--- config.mk ---
export PLATFORM = sky130hd
export DESIGN_NAME = codificador_teclado_sync_flat
export DESIGN_NICKNAME = d
export VERILOG_FILES = /design/src/rtl/codificador_teclado_sync_pkg.sv /design/src/rtl/codificador_teclado_sync_if.sv /design/src/rtl/codificador_teclado_sync_debounce_vetor.sv /design/src/rtl/codificador_teclado_sync.sv /design/src/flat_wrapper.sv
export SDC_FILE = /design/constraint.sdc
export NUM_CORES = 1
export LEC_CHECK = 0
export BUFFER_PORTS_ARGS = -buffer_cell sky130_fd_sc_hd__buf_4
export CAP_MARGIN = 20
export CORE_MARGIN = 5
export CORE_UTILIZATION = 54
export CTS_CLUSTER_DIAMETER = 80
export DETAILED_ROUTE_END_ITERATION = 16
export GPL_TIMING_DRIVEN = 0
export HOLD_SLACK_MARGIN = 0.02
export PLACE_DENSITY = 0.73
export RECOVER_POWER = 50
export SETUP_SLACK_MARGIN = 0.02
export SYNTH_ARGS = -nofsm -noshare
export SYNTH_HDL_FRONTEND = slang
export SYNTH_SLANG_ARGS = --single-unit
--- constraint.sdc ---
create_clock -name clock -period 2.6 [get_ports clock]
set_input_delay 0.52 -clock clock [delete_from_list [all_inputs] [get_ports clock]]
set_output_delay 0.52 -clock clock [all_outputs]
set_load 0.1 [all_outputs]
--- src/rtl/codificador_teclado_sync_pkg.sv ---
// Shared types, defaults and the priority-encode helper for the keypad encoder.
package codificador_pkg;

  typedef enum logic {IDLE = 1'b0, HELD = 1'b1} state_t;

  localparam int N_KEYS_DEF          = 10;
  localparam int CODE_W_DEF          = 4;
  localparam int DEBOUNCE_CYCLES_DEF = 4;
  localparam int PRIO_MAX            = 32;

  // Highest set bit index; an all-zero vector encodes to 0.
  function automatic int unsigned prio_enc(input logic [PRIO_MAX-1:0] vec);
    prio_enc = 0;
    for (int unsigned i = 0; i < PRIO_MAX; i++) begin
      if (vec[i]) prio_enc = i;
    end
  endfunction

endpackage

--- src/rtl/codificador_teclado_sync_if.sv ---
// Event handshake between the keypad encoder (master) and the digit-entry logic (slave).
// valid/ready: master raises valid with a stable code and holds both until the
// cycle where valid && ready; the transfer happens at that rising edge.
interface codificador_teclado_sync_if #(
  parameter int CODE_W = 4
);
  logic [CODE_W-1:0] code;
  logic              valid;
  logic              ready;

  modport master (output code, output valid, input ready);
  modport slave  (input code, input valid, output ready);
endinterface

--- src/rtl/codificador_teclado_sync_debounce_vetor.sv ---
// Two-flop synchroniser followed by a whole-vector debouncer.
import codificador_pkg::*;

module debounce_vetor #(
  parameter int N_KEYS          = N_KEYS_DEF,
  parameter int DEBOUNCE_CYCLES = DEBOUNCE_CYCLES_DEF
) (
  input  logic              clock,
  input  logic              resetn,
  input  logic [N_KEYS-1:0] entrada,
  output logic [N_KEYS-1:0] deb_vec
);

  localparam int CNT_W = (DEBOUNCE_CYCLES > 1) ? $clog2(DEBOUNCE_CYCLES) : 1;
  localparam logic [CNT_W-1:0] CNT_MAX = CNT_W'(DEBOUNCE_CYCLES - 1);

  logic [N_KEYS-1:0] sync_q1;
  logic [N_KEYS-1:0] sync_vec;
  logic [N_KEYS-1:0] cand;
  logic [CNT_W-1:0]  cnt;

  always_ff @(posedge clock or negedge resetn) begin
    if (!resetn) begin
      sync_q1  <= '0;
      sync_vec <= '0;
    end else begin
      sync_q1  <= entrada;
      sync_vec <= sync_q1;
    end
  end

  // Any change restarts the stability window; cnt saturates at its terminal value.
  always_ff @(posedge clock or negedge resetn) begin
    if (!resetn) begin
      cand    <= '0;
      cnt     <= '0;
      deb_vec <= '0;
    end else if (sync_vec != cand) begin
      cand <= sync_vec;
      cnt  <= '0;
    end else if (cnt == CNT_MAX) begin
      deb_vec <= cand;
    end else begin
      cnt <= cnt + 1'b1;
    end
  end

endmodule

--- src/rtl/codificador_teclado_sync.sv ---
// Keypad encoder: debounced vector, press/release FSM, one event per press,
// valid/ready event register and a sticky overflow flag for dropped events.
import codificador_pkg::*;

module codificador_teclado_sync #(
  parameter int N_KEYS          = N_KEYS_DEF,
  parameter int CODE_W          = CODE_W_DEF,
  parameter int DEBOUNCE_CYCLES = DEBOUNCE_CYCLES_DEF
) (
  input  logic                       clock,
  input  logic                       resetn,
  input  logic [N_KEYS-1:0]          entrada,
  input  logic                       enablen,
  codificador_teclado_sync_if.master bus,
  output logic                       overflow,
  input  logic                       ovf_clear,
  output state_t                     state_dbg
);

  logic [N_KEYS-1:0]   deb_vec;
  logic [PRIO_MAX-1:0] deb_ext;
  logic [CODE_W-1:0]   key_idx;
  state_t              state, state_n;
  logic                capture;
  logic                load_ev;
  logic                drop_ev;

  debounce_vetor #(
    .N_KEYS          (N_KEYS),
    .DEBOUNCE_CYCLES (DEBOUNCE_CYCLES)
  ) u_deb (
    .clock   (clock),
    .resetn  (resetn),
    .entrada (entrada),
    .deb_vec (deb_vec)
  );

  assign deb_ext = PRIO_MAX'(deb_vec);
  assign key_idx = CODE_W'(prio_enc(deb_ext));

  always_ff @(posedge clock or negedge resetn) begin
    if (!resetn) state <= IDLE;
    else         state <= state_n;
  end

  always_comb begin
    state_n = state;
    case (state)
      IDLE:    if (deb_vec != '0) state_n = HELD;
      HELD:    if (deb_vec == '0) state_n = IDLE;
      default: state_n = IDLE;
    endcase
  end

  // The FSM keeps tracking while disabled, so a key held across enablen
  // falling is only reported after a full release and re-press.
  always_comb begin
    capture = (state == IDLE) && (deb_vec != '0);
    load_ev = capture && !enablen && (!bus.valid || bus.ready);
    drop_ev = capture && !enablen && bus.valid && !bus.ready;
  end

  always_ff @(posedge clock or negedge resetn) begin
    if (!resetn) begin
      bus.code  <= '0;
      bus.valid <= 1'b0;
    end else if (load_ev) begin
      bus.code  <= key_idx;
      bus.valid <= 1'b1;
    end else if (bus.valid && bus.ready) begin
      bus.valid <= 1'b0;
    end
  end

  // A drop in the same cycle as ovf_clear keeps the flag set.
  always_ff @(posedge clock or negedge resetn) begin
    if (!resetn)        overflow <= 1'b0;
    else if (drop_ev)   overflow <= 1'b1;
    else if (ovf_clear) overflow <= 1'b0;
  end

  assign state_dbg = state;

endmodule
--- src/flat_wrapper.sv ---
// flat-port wrapper written by rule: the top's interface ports become plain ports
module codificador_teclado_sync_flat 
#(
  parameter int N_KEYS          = N_KEYS_DEF,
  parameter int CODE_W          = CODE_W_DEF,
  parameter int DEBOUNCE_CYCLES = DEBOUNCE_CYCLES_DEF
)
  (clock, resetn, entrada, enablen, overflow, ovf_clear, state_dbg, bus_code, bus_valid, bus_ready);
  codificador_teclado_sync_if #(.CODE_W(CODE_W)) bus_i ();
  input  logic clock;
  input  logic resetn;
  input  logic [N_KEYS-1:0] entrada;
  input  logic enablen;
  output logic overflow;
  input  logic ovf_clear;
  output state_t state_dbg;
  output wire logic [$bits(bus_i.code)-1:0] bus_code;
  output wire logic [$bits(bus_i.valid)-1:0] bus_valid;
  input wire logic [$bits(bus_i.ready)-1:0] bus_ready;
  assign bus_code = bus_i.code;
  assign bus_valid = bus_i.valid;
  assign bus_i.ready = bus_ready;
  codificador_teclado_sync #(.N_KEYS(N_KEYS), .CODE_W(CODE_W), .DEBOUNCE_CYCLES(DEBOUNCE_CYCLES)) u_core (.clock(clock), .resetn(resetn), .entrada(entrada), .enablen(enablen), .bus(bus_i), .overflow(overflow), .ovf_clear(ovf_clear), .state_dbg(state_dbg));
endmodule
==> reports/metrics.cfg, run 1 <==
[timing]
tns_ns = 0
hold_viol_final = 0
worst_slew_pin_slew_ns = 1.118
min_period_ns = 1.842
finalSetupViolCount = 0
max_freq_mhz = 542.8
clock_skew_ns = 0.004642
rsz0062_at_grt = no
period_share = 0.7085
finalMaxSlewViolations = 0
slew_headroom = 0.2544

[yosys]
yosys.area_share.simple = 0.07184
synth_mux_area_frac = 0.08418
ys_types = 24
synth-seq-cells = 49
synth_edf_count = 0
async_reset_ff_frac = 1.000
synth_flop_cell = dfrtp_1
synth_cells = 119
yosys_warnings = 0
yosysSeqAreaShare = 0.7112
synth_xor_area_frac = 0.05588
synth_top_family_by_area = multiplexers
syn_area_um2 = 1724
syn-num-nets = 135
synth-compound-area-share = 0.03483
avgSynthCellArea_um2 = 14.49
synthAdderAreaFrac = 0.007257

[critical_path]
crit_path_max_fanout = 10
arrival_ns = 2.08
cp-end-kind = register
required_ns = 2.84
path_class = reg -> reg
cp-start-kind = register

[clock_tree]
postCtsSetupBuffers = 0
cts_hold_buffers = 0
ctsResizeCount = 0
clock-sinks = 49
cts_made_buffers = 5
clk_latency_ns = 0.34
clock_path_buffers = 2
cts_root_buf = clkbuf_4
clkTransAtPathRegs_ns = 0.12
htree_num_levels = 2
cts_tree = built

[routing]
routed_wirelength_um = 2350
avgViaCountPerCell = 4.828
drcViolationCount = 0
drt_iter0_drc = 21
post_drt_wl_per_cell_um = 12.24
route.vias.total = 927
firstDrtPassIters = 3
ant_nets = 0

[die]
core_area_um2 = 3053
rows = 20
dieArea_um2 = 4423
initial_core_util = 0.5648
io_pins = 22
die_h_um = 66.51
die_x_um = 66.51

[pwr]
power_density_nw_per_um2 = 589.3
p_leak_nw = 0.9527
finalPower_mw = 1.169
irDropWorstVdd_uv = 518.1

[worst_hold_path]
hp-class = in -> reg

[layout]
num-nets-final = 163
diodes = 0
syn_to_final_growth_pct = 15.02
num-fill-cells = 253
drive_gt1_frac = 0.2770
instances_no_fill = 192
final_core_util = 0.6496
design_area_um2 = 1983

[grt]
grt_max_degree = 50
grt_pass1_vias = 978
grt_usage = 0.1349
antenna_found_initial = 0
grt_pass1_wl_um = 4347
grt_overflow = 0

[flow_run]
maxCapViolations = 0

[place]
hpwl_um = 1755
portBuffers = 21
place_congestion = 0.7523
place_area_um2 = 1937
place_inst = 184

[outcome]
status = finished clean

## critical path, cell delays in order (launching register included)
cell and delay (ns):
dfrtp_1 0.41, xor2_1 0.16, nor4_1 0.41, and4_1 0.26
buf_6 0.15, mux2_2 0.34
## registers in the layout, summed over array words and instances (netlist names)
| name | flops |
|---|---|
| u_core.state_dbg | 1 |
| u_core.bus.valid | 1 |
| u_core.u_deb.cnt | 2 |
| u_core.overflow | 1 |
| u_core.bus.code | 4 |
| u_core.u_deb.cand | 10 |
| u_core.u_deb.deb_vec | 10 |
| u_core.u_deb.sync_q1 | 10 |
| u_core.u_deb.sync_vec | 10 |
## synth_stat cells, types with 2 or more instances
library cell | count | area [µm²]
a21oi_1 | 5 | 25.02
nand2_1 | 2 | 7.510
inv_1 | 3 | 11.26
nor3_1 | 2 | 10.01
mux2_2 | 12 | 135.1
dfrtp_1 | 49 | 1226
nor4_1 | 3 | 18.77
nand3_1 | 2 | 10.01
xor2_1 | 11 | 96.34
nor2_1 | 7 | 26.28
clkbuf_1 | 10 | 37.54
## placed cells by master, fill, tap and decap left out, types with 3 or more instances in the layout
cell type and n:
nor4_1 3, dfrtp_1 49, inv_1 3, buf_4 10, xor2_1 11, mux2_2 12
clkbuf_4 15, nor2_1 7, a21oi_1 5, clkbuf_1 13
## area by class of cell
class,count,area [µm²],share of cell area
multi-input cells,56,437.9,0.2208
plain buffers,11,48.80,0.02461
inverters,3,11.26,0.005678
well taps,44,55.05,0.02776
clock buffers,8,48.80,0.02461
repair buffers,21,155.1,0.07823
flip-flops and latches,49,1226,0.6183
## path summary, 6_finish.rpt
path / cells after the start / from / slack (ns) / endpoint
max: 5 / u_core.u_deb.cand[5]$_DFFE_PN0P_ / 0.76 / u_core.u_deb.deb_vec[1]$_DFFE_PN0P_
min: 1 / entrada[8] / 0.30 / u_core.u_deb.sync_q1[8]$_DFF_PN0_
max reg2reg: 5 / u_core.u_deb.cand[5]$_DFFE_PN0P_ / 0.76 / u_core.u_deb.deb_vec[1]$_DFFE_PN0P_
min reg2reg: 0 / u_core.u_deb.sync_q1[7]$_DFF_PN0_ / 0.36 / u_core.u_deb.sync_vec[7]$_DFF_PN0_
min in group asynchronous: 1 / resetn / 0.38 / u_core.u_deb.cnt[0]$_DFFE_PN0N_
max in group asynchronous: 1 / resetn / 1.55 / u_core.bus.valid$_DFFE_PN0P_
## per-layer routing
metal	track usage	up-vias	routed length, µm
li1	-	455	-
met1	0.1527	444	973
met2	0.2243	23	1197
met3	0.06239	5	145
met4	0.04569	0	34
met5	0	-	0
## stage by stage
step / setup slack (ns) / hold WS [ns]
after CTS: 0.7310 / 0.1800
after detailed placement: 0.7491 / 0.3347
after floorplan: 0.7607 / 0.2244
after global routing: 0.6006 / 0.2563
final: 0.7578 / 0.3022
after global placement: 0.7712 / 0.3311
## power by group
| part | total, mW | leakage (nW) | internal, mW | switching (mW) |
|---|---|---|---|---|
| clock network | 0.306 | 0.0265 | 0.108 | 0.198 |
| logic | 0.0626 | 0.316 | 0.0253 | 0.0373 |
| registers | 0.800 | 0.611 | 0.787 | 0.0134 |
## cell families after synthesis
| kind of cell | after synthesis |
|---|---|
| mux | 13 |
| compound gates | 10 |
| fa+ha+maj | 1 |
| buf+inv | 14 |
| flops | 49 |
| xor+xnor | 11 |
| simple gates | 21 |
Power figures use the tool's default switching activity.
==> inputs of run 2 (changes only) <==
- clock period: 2.6 -> 1.9 ns (I/O delays scaled with it)
==> run 2 against run 1 <==
Global-route usage unchanged. Clock-buffer cell count unchanged. Worst hold slack got worse by 0.14 ns. Cell count grew 0.52%. Highest routed layer unchanged.
==> reports/metrics.cfg, run 2 (synthesis results as in run 1) <==
[layout]
multiInputGateArea_um2 = 450.4
seqCellArea_um2 = 1226
design_area_um2 = 2003
layout_commonest_cell = dfrtp_1
diodes = 0
instances_no_fill = 193
drive_gt1_frac = 0.2953
syn_to_final_growth_pct = 16.18
num-nets-final = 164
num-fill-cells = 254
most-common-layout-cells = dfrtp_1 (49), clkbuf_4 (15), clkbuf_1 (13)

[place]
place_worst_setup_slack_ns = 0.04906
place_area_um2 = 1937
place_congestion = 0.7523
portBuffers = 21
hpwl_um = 1755
place_inst = 184

[timing]
period_share = 0.9430
rsz0062_at_grt = yes
finalMaxSlewViolations = 0
hold_viol_final = 0
min_period_ns = 1.792
tns_ns = 0
finalSetupViolCount = 0
timing.hold.ws_ns = 0.1573
worst_slew_pin_slew_ns = 1.112
max_freq_mhz = 558.1
slew_headroom = 0.2589
clock_skew_ns = 0.004876
setup_ws_ns = 0.1082

[grt]
grt_pass1_wl_um = 4347
grt_usage = 0.1349
grt_pass1_vias = 978
grt_max_degree = 50
antenna_found_initial = 0
grt_overflow = 0

[clock_tree]
clock-sinks = 49
htree_num_levels = 2
clkTransAtPathRegs_ns = 0.12
cts_root_buf = clkbuf_4
cts_hold_buffers = 0
clock_path_buffers = 2
cts_tree = built
clk_latency_ns = 0.34
cts_made_buffers = 5

[pwr]
p_leak_nw = 0.9590
power.share.clock = 0.263
netSwitchingPower_mw = 0.3483
internal_power_mw = 1.262
combPwrFrac = 0.057
power_frac_seq = 0.680
power_density_nw_per_um2 = 803.8
swShare = 0.2163
irDropWorstVdd_uv = 713.3

[die]
rows = 20
die_x_um = 66.51
dieArea_um2 = 4423
initial_core_util = 0.5648
core_area_um2 = 3053
die_h_um = 66.51
io_pins = 22

[routing]
avgViaCountPerCell = 4.855
ant_nets = 0
route.vias.total = 937
routed_wirelength_um = 2404
post_drt_wl_per_cell_um = 12.46
drt_iter0_drc = 30
drcViolationCount = 0
firstDrtPassIters = 3

[critical_path]
crit_path_max_fanout = 10
required_ns = 2.14
cp-start-kind = register
path_cells = xor2_1, nor4_2, and4_1, buf_6, mux2_2
cp_slowest_cell = dfrtp_1
cp-end-kind = register
arrival_ns = 2.03
critPathMaxStageDelay_ns = 0.41
path_class = reg -> reg

[flow_run]
maxCapViolations = 0

[worst_hold_path]
hp-class = in -> reg

[outcome]
status = finished clean

[run 2: cell types whose count changed in the layout (fill, tap and decap cells not counted), sizes merged]
cell | previous run | this run
buf | 11 | 12
[run 2: stage by stage]
stage	utilization	power, mW
global placement	0.6344	1.200
global route	0.6561	1.706
floorplan	-	1.152
finish	0.6561	1.610
CTS	0.6504	1.629
detailed placement	0.6344	1.207
[run 2: worst paths after layout]
path                                                   startpoint                                  end  slack [ns]  cells after the start
worst min register to register  u_core.u_deb.sync_q1[2]$_DFF_PN0_   u_core.u_deb.sync_vec[2]$_DFF_PN0_        0.36                      0
max in group asynchronous                                  resetn   u_core.u_deb.sync_vec[5]$_DFF_PN0_        1.00                      1
worst min-delay path                                   entrada[0]    u_core.u_deb.sync_q1[0]$_DFF_PN0_        0.16                      1
worst max-delay path             u_core.u_deb.cand[4]$_DFFE_PN0P_  u_core.u_deb.deb_vec[1]$_DFFE_PN0P_        0.11                      5
min in group asynchronous                                  resetn      u_core.u_deb.cnt[0]$_DFFE_PN0N_        0.23                      1
worst max register to register   u_core.u_deb.cand[4]$_DFFE_PN0P_  u_core.u_deb.deb_vec[1]$_DFFE_PN0P_        0.11                      5
[run 2: per-layer routing]
layer	share of wire	up-vias	global-route usage
met5	0	-	0
met4	0.011	0	0.04569
met3	0.067	6	0.06239
li1	-	455	-
met1	0.41	453	0.1527
met2	0.51	23	0.2243
[run 2: area by class of cell]
cell class / count / share of cell area
Buffer: 11 / 0.02436
Tap cell: 44 / 0.02748
Inverter: 3 / 0.005621
Multi-Input combinational cell: 56 / 0.2249
Clock buffer: 8 / 0.02436
Timing Repair Buffer: 22 / 0.08120
Sequential cell: 49 / 0.6121
[run 2: power groups by stage]
stage               clock, mW  sequential [mW]  combinational [mW]
floorplan                   0             1.13              0.0242
global route            0.502             1.10               0.104
finish                  0.423             1.10              0.0915
global placement            0             1.11              0.0866
detailed placement          0             1.12              0.0902
CTS                     0.442             1.10              0.0905
[run 2: timing repair]
item | CTS | global route
buffers inserted | 0 | 1
gates resized for setup | 0 | 2
setup endpoints to repair | 0 | 10
[run 2: worst max-delay path: cells and delay by family, from the launching register on]
kind	cells	cell delay, ns
mux	1	0.34
buf+inv	1	0.15
flops	1	0.41
xor+xnor	1	0.17
simple gates	2	0.61
